<file path="config.mk">
export PLATFORM = sky130hd
export DESIGN_NAME = fetch_ctrl_flat
export DESIGN_NICKNAME = d
export VERILOG_FILES = /design/src/rtl/mips_pkg.sv /design/src/rtl/fetch_ctrl_if.sv /design/src/rtl/fetch_ctrl_npc.sv /design/src/rtl/fetch_ctrl.sv /design/src/flat_wrapper.sv
export SDC_FILE = /design/constraint.sdc
export NUM_CORES = 1
export LEC_CHECK = 0
export BUFFER_PORTS_ARGS = -buffer_cell sky130_fd_sc_hd__buf_2
export CELL_PAD_IN_SITES_DETAIL_PLACEMENT = 1
export CELL_PAD_IN_SITES_GLOBAL_PLACEMENT = 1
export CORE_MARGIN = 1
export CORE_UTILIZATION = 27
export CTS_BUF_LIST = sky130_fd_sc_hd__clkbuf_4
export DETAILED_ROUTE_END_ITERATION = 12
export PLACE_DENSITY = 0.86
export SKIP_CTS_REPAIR_TIMING = 1
export SYNTH_ARGS = -nofsm -noshare
export SYNTH_HDL_FRONTEND = slang
export SYNTH_SLANG_ARGS = --single-unit
</file>
<file path="constraint.sdc">
create_clock -name clk -period 1.95 [get_ports clk]
set_input_delay 0.2925 -clock clk [delete_from_list [all_inputs] [get_ports clk]]
set_output_delay 0.2925 -clock clk [all_outputs]
set_load 0.05 [all_outputs]
</file>
<file path="src/rtl/mips_pkg.sv">
// Shared pipeline-control definitions: fetch FSM state encodings, next-PC
// select codes and default reset/exception vectors used by fetch, decode and execute.
package mips_pkg;

    localparam int          WORD_SIZE_DEF = 32;
    localparam logic [31:0] BOOT_ADDR_DEF = 32'h0000_0000;
    localparam logic [31:0] EXC_ADDR_DEF  = 32'h0000_0020;

    typedef enum logic [1:0] {
        ST_BOOT = 2'd0,
        ST_RUN  = 2'd1,
        ST_HALT = 2'd2,
        ST_STEP = 2'd3
    } fetch_state_e;

    typedef enum logic [2:0] {
        SEL_SEQ  = 3'd0,
        SEL_HOLD = 3'd1,
        SEL_EXC  = 3'd2,
        SEL_ERET = 3'd3,
        SEL_BR   = 3'd4,
        SEL_JMP  = 3'd5,
        SEL_BOOT = 3'd6
    } npc_sel_e;

    // RUN and STEP both execute instructions and honour redirects.
    function automatic logic is_active(input fetch_state_e s);
        return (s == ST_RUN) || (s == ST_STEP);
    endfunction

endpackage

</file>
<file path="src/rtl/fetch_ctrl_if.sv">
// Bundle between the fetch controller and the pipeline: PC, redirect and
// debug requests in, fetch-stage load/reset/flush controls and status out.
interface fetch_ctrl_if
    import mips_pkg::*;
#(
    parameter int WORD_SIZE = WORD_SIZE_DEF
);
    logic                 stall;
    logic                 br_taken;
    logic                 jmp;
    logic                 exc;
    logic                 eret;
    logic                 dbg_halt;
    logic                 dbg_step;
    logic [WORD_SIZE-1:0] pc;
    logic [WORD_SIZE-1:0] br_target;
    logic [WORD_SIZE-1:0] jmp_target;
    logic [WORD_SIZE-1:0] exc_pc;

    logic                 fetch_rst;
    logic                 load;
    logic                 ir_valid;
    logic                 flush;
    logic                 halted;
    logic                 in_exc;
    logic [WORD_SIZE-1:0] addr;
    logic [WORD_SIZE-1:0] epc;

    modport master (
        output pc, stall, br_taken, br_target, jmp, jmp_target,
               exc, exc_pc, eret, dbg_halt, dbg_step,
        input  fetch_rst, load, addr, ir_valid, flush, halted, in_exc, epc
    );

    modport slave (
        input  pc, stall, br_taken, br_target, jmp, jmp_target,
               exc, exc_pc, eret, dbg_halt, dbg_step,
        output fetch_rst, load, addr, ir_valid, flush, halted, in_exc, epc
    );

endinterface

</file>
<file path="src/rtl/fetch_ctrl_npc.sv">
// Combinational next-PC priority mux: picks the redirect source for this
// cycle and derives the fetch load/flush/valid strobes from it.
module fetch_ctrl_npc
    import mips_pkg::*;
#(
    parameter int                   WORD_SIZE = WORD_SIZE_DEF,
    parameter logic [WORD_SIZE-1:0] BOOT_ADDR = WORD_SIZE'(BOOT_ADDR_DEF),
    parameter logic [WORD_SIZE-1:0] EXC_ADDR  = WORD_SIZE'(EXC_ADDR_DEF)
) (
    input  fetch_state_e         state,
    input  logic                 dbg_halt,
    input  logic                 in_exc,
    input  logic                 exc,
    input  logic                 eret,
    input  logic                 br_taken,
    input  logic                 jmp,
    input  logic                 stall,
    input  logic [WORD_SIZE-1:0] pc,
    input  logic [WORD_SIZE-1:0] epc,
    input  logic [WORD_SIZE-1:0] br_target,
    input  logic [WORD_SIZE-1:0] jmp_target,
    output logic                 load,
    output logic [WORD_SIZE-1:0] addr,
    output logic                 flush,
    output logic                 ir_valid,
    output logic                 take_exc,
    output logic                 take_eret
);

    npc_sel_e sel;
    logic     halt_req;

    // A halt request in RUN only yields to exc/branch/jump, not to eret or stall.
    assign halt_req = (state == ST_RUN) && dbg_halt;

    always_comb begin
        sel = SEL_SEQ;
        if (state == ST_BOOT) begin
            sel = SEL_BOOT;
        end else if (!is_active(state)) begin
            sel = SEL_HOLD;
        end else if (exc && !in_exc) begin
            sel = SEL_EXC;
        end else if (eret && in_exc && !halt_req) begin
            sel = SEL_ERET;
        end else if (br_taken) begin
            sel = SEL_BR;
        end else if (jmp) begin
            sel = SEL_JMP;
        end else if (halt_req || stall) begin
            sel = SEL_HOLD;
        end
    end

    always_comb begin
        load      = 1'b0;
        addr      = pc;
        flush     = 1'b0;
        ir_valid  = 1'b1;
        take_exc  = 1'b0;
        take_eret = 1'b0;
        case (sel)
            SEL_BOOT: begin
                addr     = BOOT_ADDR;
                ir_valid = 1'b0;
            end
            SEL_HOLD: begin
                load     = 1'b1;
                ir_valid = 1'b0;
            end
            SEL_EXC: begin
                load     = 1'b1;
                addr     = EXC_ADDR;
                flush    = 1'b1;
                take_exc = 1'b1;
            end
            SEL_ERET: begin
                load      = 1'b1;
                addr      = epc;
                flush     = 1'b1;
                take_eret = 1'b1;
            end
            SEL_BR: begin
                load  = 1'b1;
                addr  = br_target;
                flush = 1'b1;
            end
            SEL_JMP: begin
                load = 1'b1;
                addr = jmp_target;
            end
            default: begin
            end
        endcase
    end

endmodule

</file>
<file path="src/rtl/fetch_ctrl.sv">
// Fetch controller: BOOT/RUN/HALT/STEP sequencing, exception entry/return
// bookkeeping (in_exc, epc) and the registered fetch-reset/halted status.
module fetch_ctrl
    import mips_pkg::*;
#(
    parameter int                   WORD_SIZE = WORD_SIZE_DEF,
    parameter logic [WORD_SIZE-1:0] BOOT_ADDR = WORD_SIZE'(BOOT_ADDR_DEF),
    parameter logic [WORD_SIZE-1:0] EXC_ADDR  = WORD_SIZE'(EXC_ADDR_DEF)
) (
    input  logic         clk,
    input  logic         rst_n,
    fetch_ctrl_if.slave  bus
);

    fetch_state_e         state_q, state_d;
    logic                 in_exc_q, in_exc_d;
    logic                 fetch_rst_q, fetch_rst_d;
    logic                 halted_q, halted_d;
    logic [WORD_SIZE-1:0] epc_q, epc_d;

    logic                 npc_load;
    logic [WORD_SIZE-1:0] npc_addr;
    logic                 npc_flush;
    logic                 npc_ir_valid;
    logic                 take_exc;
    logic                 take_eret;

    fetch_ctrl_npc #(
        .WORD_SIZE (WORD_SIZE),
        .BOOT_ADDR (BOOT_ADDR),
        .EXC_ADDR  (EXC_ADDR)
    ) u_npc (
        .state      (state_q),
        .dbg_halt   (bus.dbg_halt),
        .in_exc     (in_exc_q),
        .exc        (bus.exc),
        .eret       (bus.eret),
        .br_taken   (bus.br_taken),
        .jmp        (bus.jmp),
        .stall      (bus.stall),
        .pc         (bus.pc),
        .epc        (epc_q),
        .br_target  (bus.br_target),
        .jmp_target (bus.jmp_target),
        .load       (npc_load),
        .addr       (npc_addr),
        .flush      (npc_flush),
        .ir_valid   (npc_ir_valid),
        .take_exc   (take_exc),
        .take_eret  (take_eret)
    );

    always_comb begin
        state_d  = state_q;
        in_exc_d = in_exc_q;
        epc_d    = epc_q;
        if (take_exc) begin
            in_exc_d = 1'b1;
            epc_d    = bus.exc_pc;
        end else if (take_eret) begin
            in_exc_d = 1'b0;
        end
        case (state_q)
            ST_BOOT: state_d = ST_RUN;
            ST_RUN:  state_d = bus.dbg_halt ? ST_HALT : ST_RUN;
            ST_HALT: begin
                if (bus.dbg_step) begin
                    state_d = ST_STEP;
                end else if (!bus.dbg_halt) begin
                    state_d = ST_RUN;
                end
            end
            // A stalled step has not retired its instruction yet, so keep stepping.
            ST_STEP: state_d = npc_ir_valid ? ST_HALT : ST_STEP;
            default: state_d = ST_BOOT;
        endcase
        fetch_rst_d = (state_d == ST_BOOT);
        halted_d    = (state_d == ST_HALT);
    end

    always_ff @(posedge clk or negedge rst_n) begin
        if (!rst_n) begin
            state_q     <= ST_BOOT;
            in_exc_q    <= 1'b0;
            epc_q       <= '0;
            fetch_rst_q <= 1'b1;
            halted_q    <= 1'b0;
        end else begin
            state_q     <= state_d;
            in_exc_q    <= in_exc_d;
            epc_q       <= epc_d;
            fetch_rst_q <= fetch_rst_d;
            halted_q    <= halted_d;
        end
    end

    // The boot vector is only presented once reset has been released.
    assign bus.addr      = rst_n ? npc_addr : '0;
    assign bus.load      = npc_load;
    assign bus.flush     = npc_flush;
    assign bus.ir_valid  = npc_ir_valid;
    assign bus.fetch_rst = fetch_rst_q;
    assign bus.halted    = halted_q;
    assign bus.in_exc    = in_exc_q;
    assign bus.epc       = epc_q;

endmodule

</file>
<file path="src/flat_wrapper.sv">
// flat-port wrapper written by rule: the top's interface ports become plain ports
module fetch_ctrl_flat import mips_pkg::*;
#(
    parameter int                   WORD_SIZE = WORD_SIZE_DEF,
    parameter logic [WORD_SIZE-1:0] BOOT_ADDR = WORD_SIZE'(BOOT_ADDR_DEF),
    parameter logic [WORD_SIZE-1:0] EXC_ADDR  = WORD_SIZE'(EXC_ADDR_DEF)
)
  (clk, rst_n, bus_pc, bus_stall, bus_br_taken, bus_br_target, bus_jmp, bus_jmp_target, bus_exc, bus_exc_pc, bus_eret, bus_dbg_halt, bus_dbg_step, bus_fetch_rst, bus_load, bus_addr, bus_ir_valid, bus_flush, bus_halted, bus_in_exc, bus_epc);
  fetch_ctrl_if #(.WORD_SIZE(WORD_SIZE)) bus_i ();
  input  logic clk;
  input  logic rst_n;
  input wire logic [$bits(bus_i.pc)-1:0] bus_pc;
  input wire logic [$bits(bus_i.stall)-1:0] bus_stall;
  input wire logic [$bits(bus_i.br_taken)-1:0] bus_br_taken;
  input wire logic [$bits(bus_i.br_target)-1:0] bus_br_target;
  input wire logic [$bits(bus_i.jmp)-1:0] bus_jmp;
  input wire logic [$bits(bus_i.jmp_target)-1:0] bus_jmp_target;
  input wire logic [$bits(bus_i.exc)-1:0] bus_exc;
  input wire logic [$bits(bus_i.exc_pc)-1:0] bus_exc_pc;
  input wire logic [$bits(bus_i.eret)-1:0] bus_eret;
  input wire logic [$bits(bus_i.dbg_halt)-1:0] bus_dbg_halt;
  input wire logic [$bits(bus_i.dbg_step)-1:0] bus_dbg_step;
  output wire logic [$bits(bus_i.fetch_rst)-1:0] bus_fetch_rst;
  output wire logic [$bits(bus_i.load)-1:0] bus_load;
  output wire logic [$bits(bus_i.addr)-1:0] bus_addr;
  output wire logic [$bits(bus_i.ir_valid)-1:0] bus_ir_valid;
  output wire logic [$bits(bus_i.flush)-1:0] bus_flush;
  output wire logic [$bits(bus_i.halted)-1:0] bus_halted;
  output wire logic [$bits(bus_i.in_exc)-1:0] bus_in_exc;
  output wire logic [$bits(bus_i.epc)-1:0] bus_epc;
  assign bus_i.pc = bus_pc;
  assign bus_i.stall = bus_stall;
  assign bus_i.br_taken = bus_br_taken;
  assign bus_i.br_target = bus_br_target;
  assign bus_i.jmp = bus_jmp;
  assign bus_i.jmp_target = bus_jmp_target;
  assign bus_i.exc = bus_exc;
  assign bus_i.exc_pc = bus_exc_pc;
  assign bus_i.eret = bus_eret;
  assign bus_i.dbg_halt = bus_dbg_halt;
  assign bus_i.dbg_step = bus_dbg_step;
  assign bus_fetch_rst = bus_i.fetch_rst;
  assign bus_load = bus_i.load;
  assign bus_addr = bus_i.addr;
  assign bus_ir_valid = bus_i.ir_valid;
  assign bus_flush = bus_i.flush;
  assign bus_halted = bus_i.halted;
  assign bus_in_exc = bus_i.in_exc;
  assign bus_epc = bus_i.epc;
  fetch_ctrl #(.WORD_SIZE(WORD_SIZE), .BOOT_ADDR(BOOT_ADDR), .EXC_ADDR(EXC_ADDR)) u_core (.clk(clk), .rst_n(rst_n), .bus(bus_i));
endmodule
</file>
==> flow_summary_export.csv <==
group,metric,value,unit
route,wire_per_inst,19.89,um
route,final_antenna_net_count,0,
timing,rsz0062_at_grt,"true",
power,p_switching,5754,uW
logic_synthesis,async_flop_share,1.000,
cts,tritoncts,"yes",
global_route,grt_max_degree,67,
floorplanning,initial_utilization,0.2823,
route,vias_per_cell,5.360,
timing,setup_viol,34,
cts,clkTransAtPathRegs,120,ps
timing,finalMaxSlewViolations,0,
outcome,violations,"negative setup slack",
power,p_leak,0.002187,uW
logic_synthesis,ys_types,34,
global_route,antenna_found_initial,0,
logic_synthesis,synth_area,2355,sq um
worst_setup_path,crit_arrival,2370,ps
logic_synthesis,synth_most_common_cell,"dfrtp_1",
final_layout,finalInstanceArea,4762,sq um
cts,cts_made_buffers,5,
cts,clkLatencyLatePin,340,ps
worst_setup_path,endpoint_kind,"output pin",
power,irDropWorstVdd,876.1,uV
global_route,grt_util_all_layers,0.2260,
floorplanning,num_io_pins,207,
final_layout,nFillCells,964,
route,drt-initial-drc-count,206,
logic_synthesis,synth_top_area_share,0.3826,
timing,hold_viol,0,
global_route,grt_pass1_wl,15770,um
worst_setup_path,critPathKind,"reg -> out",
logic_synthesis,ys_warn_count,0,
power,p_clk_frac,0.039,
global_route,grt_pass1_vias,3266,
logic_synthesis,synth_nets,366,
flow_run,drv_cap,0,
floorplanning,rows,33,
logic_synthesis,yosys_most_used_dff,"dfrtp_1",
route,totalWireLength,11900,um
floorplanning,dieArea,9099,sq um
timing,layout_min_cycle_time,2658,ps
cts,htree_levels,2,
floorplanning,die_h,95.39,um
power,pwr-share-seq,0.141,
global_route,grt-ovfl-total,0,
logic_synthesis,syn_area_per_cell,10.28,sq um
timing,fmax,376.2,MHz
placed_design,placed_area,4314,sq um
timing,period_share,1.363,
final_layout,diodes,0,
route,via_count,3205,
timing,finalWorstSetupSlack,-708.5,ps
cts,clockBufferDepth,2,
logic_synthesis,yosysSeqAreaShare,0.3937,
worst_setup_path,critPathLaunch,"u_core.state_q[1]",
worst_setup_path,r2r-start,"u_core.state_q[1]",
cts,root_buffer,"clkbuf_4",
logic_synthesis,syn_inst,229,
power,power.density,2181,nW/um^2
route,drc,0,
logic_synthesis,yosys.area.top_type,"dfrtp_1",
power,combPwrFrac,0.820,
worst_setup_path,crit_path_start_kind,"register",
worst_setup_path,path_max_fanout,8,
placed_design,portBuffers,206,
final_layout,finalNetCount,630,
timing,skew,11.88,ps
logic_synthesis,ys_seq_elements,37,
final_layout,area_delta_synth_final,102.2,%
final_layout,drive_gt1_frac,0.7525,
timing,holdWs,85.93,ps
worst_setup_path,rr_worst_depth,9,
floorplanning,core_area,8341,sq um
logic_synthesis,synth_area_leaders,"dfrtp_1, mux2_2, a222oi_1, a21oi_1, o21ai_1",
route,drt_pass1_iterations,6,
outcome,status,"complete, but fails checks",
logic_synthesis,synth_edf_count,0,
final_layout,utilization,0.5710,
placed_design,place_hpwl,8290,um
worst_setup_path,endpoint,"bus_addr[21]",
worst_setup_path,r2r-end,"u_core.state_q[0]",
min_path,min-delay-path-class,"in -> async",
placed_design,routabilityCongestion,0.7772,
power,p_int,4634,uW
floorplanning,die_x,95.39,um
worst_setup_path,cp_data_required_time,1660,ps
logic_synthesis,synth_commonest_cells,"dfrtp_1, a21oi_1, mux2_2",
worst_setup_path,r2r_slack,50,ps
power,p_sw_frac,0.5539,
cts,clock_sinks,37,
cells in the final DEF (no fill, tap or decap), types with 2 or more instances in the layout:
cell type	synthesis	routed
buf_6	7	32
a21oi_4	0	32
clkbuf_4	0	9
dfrtp_1	36	35
o21ai_1	30	30
buf_8	0	6
nand2_1	5	5
nor2_2	0	3
buf_4	0	62
inv_1	2	2
buf_2	7	171
buf_12	0	7
and2_4	1	2
nor2_1	9	6
a21oi_1	34	2
a222oi_1	31	31
mux2_2	32	32
metrics by stage:
step           power [uW]  TNS (ps)  worst slack [ps]  std cells
6_report            10390    -21040            -708.5        598
5_1_grt             10840    -24280            -810.1        598
4_1_cts              9363    -24210            -781.8        590
3_5_place_dp         8944    -10710            -383.2        583
3_3_place_gp         8676     -9068            -343.5        583
2_1_floorplan        6698     -8420            -271.6        229
per-layer routing:
| layer | vias up | global-route usage | share of wire |
|---|---|---|---|
| met1 | 1552 | 0.2332 | 0.35 |
| li1 | 1452 | - | - |
| met2 | 177 | 0.4494 | 0.55 |
| met5 | - | 0 | 0 |
| met4 | 0 | 0.05846 | 0.025 |
| met3 | 24 | 0.05263 | 0.079 |
flip-flops by register name (all words and copies together), names as in the netlist:
signal / cells
u_core.state_q: 2
u_core.bus.epc: 32
u_core.bus.halted: 1
u_core.bus.in_exc: 1
u_core.bus.fetch_rst: 1
power groups by stage:
stage | clock, uW | combinational (uW) | sequential [uW]
after floorplan | 0 | 4000 | 2700
after global placement | 0 | 7240 | 1440
after detailed placement | 0 | 7470 | 1470
after CTS | 426 | 7480 | 1460
after global routing | 449 | 8890 | 1500
final | 405 | 8520 | 1460
kinds of logic after synthesis:
| group | Yosys count | synth area share |
|---|---|---|
| compound gates | 107 | 0.3231 |
| flops | 37 | 0.3937 |
| mux | 32 | 0.1530 |
| buf+inv | 27 | 0.06908 |
| simple gates | 25 | 0.05951 |
| other cells | 1 | 0.001593 |
worst max-delay path: stages, from the launching register on:
cell and delay (ps):
dfrtp_1 400, nand2b_4 190, a2111oi_4 460, o311ai_4 170
buf_4 170, clkbuf_16 170, buf_12 150, a21oi_4 140
buf_6 170
final cells by class:
cell class / count / area (sq um) / area share
clock buffers: 6 / 45.04 / 0.009459
clock inverters: 1 / 3.754 / 0.0007882
inverters: 2 / 7.507 / 0.001576
multi-input cells: 165 / 1687 / 0.3542
flip-flops and latches: 37 / 928.4 / 0.1950
well taps: 105 / 131.4 / 0.02759
repair buffers: 282 / 1959 / 0.4115
worst min path at each step:
stage	endpoint
after floorplan	u_core.bus.epc[0]
after global placement	u_core.bus.epc[5]
after detailed placement	u_core.bus.epc[5]
after CTS	u_core.bus.epc[5]
after global routing	u_core.bus.in_exc
final	u_core.bus.halted
No activity file was read; power rests on OpenSTA's default activity.
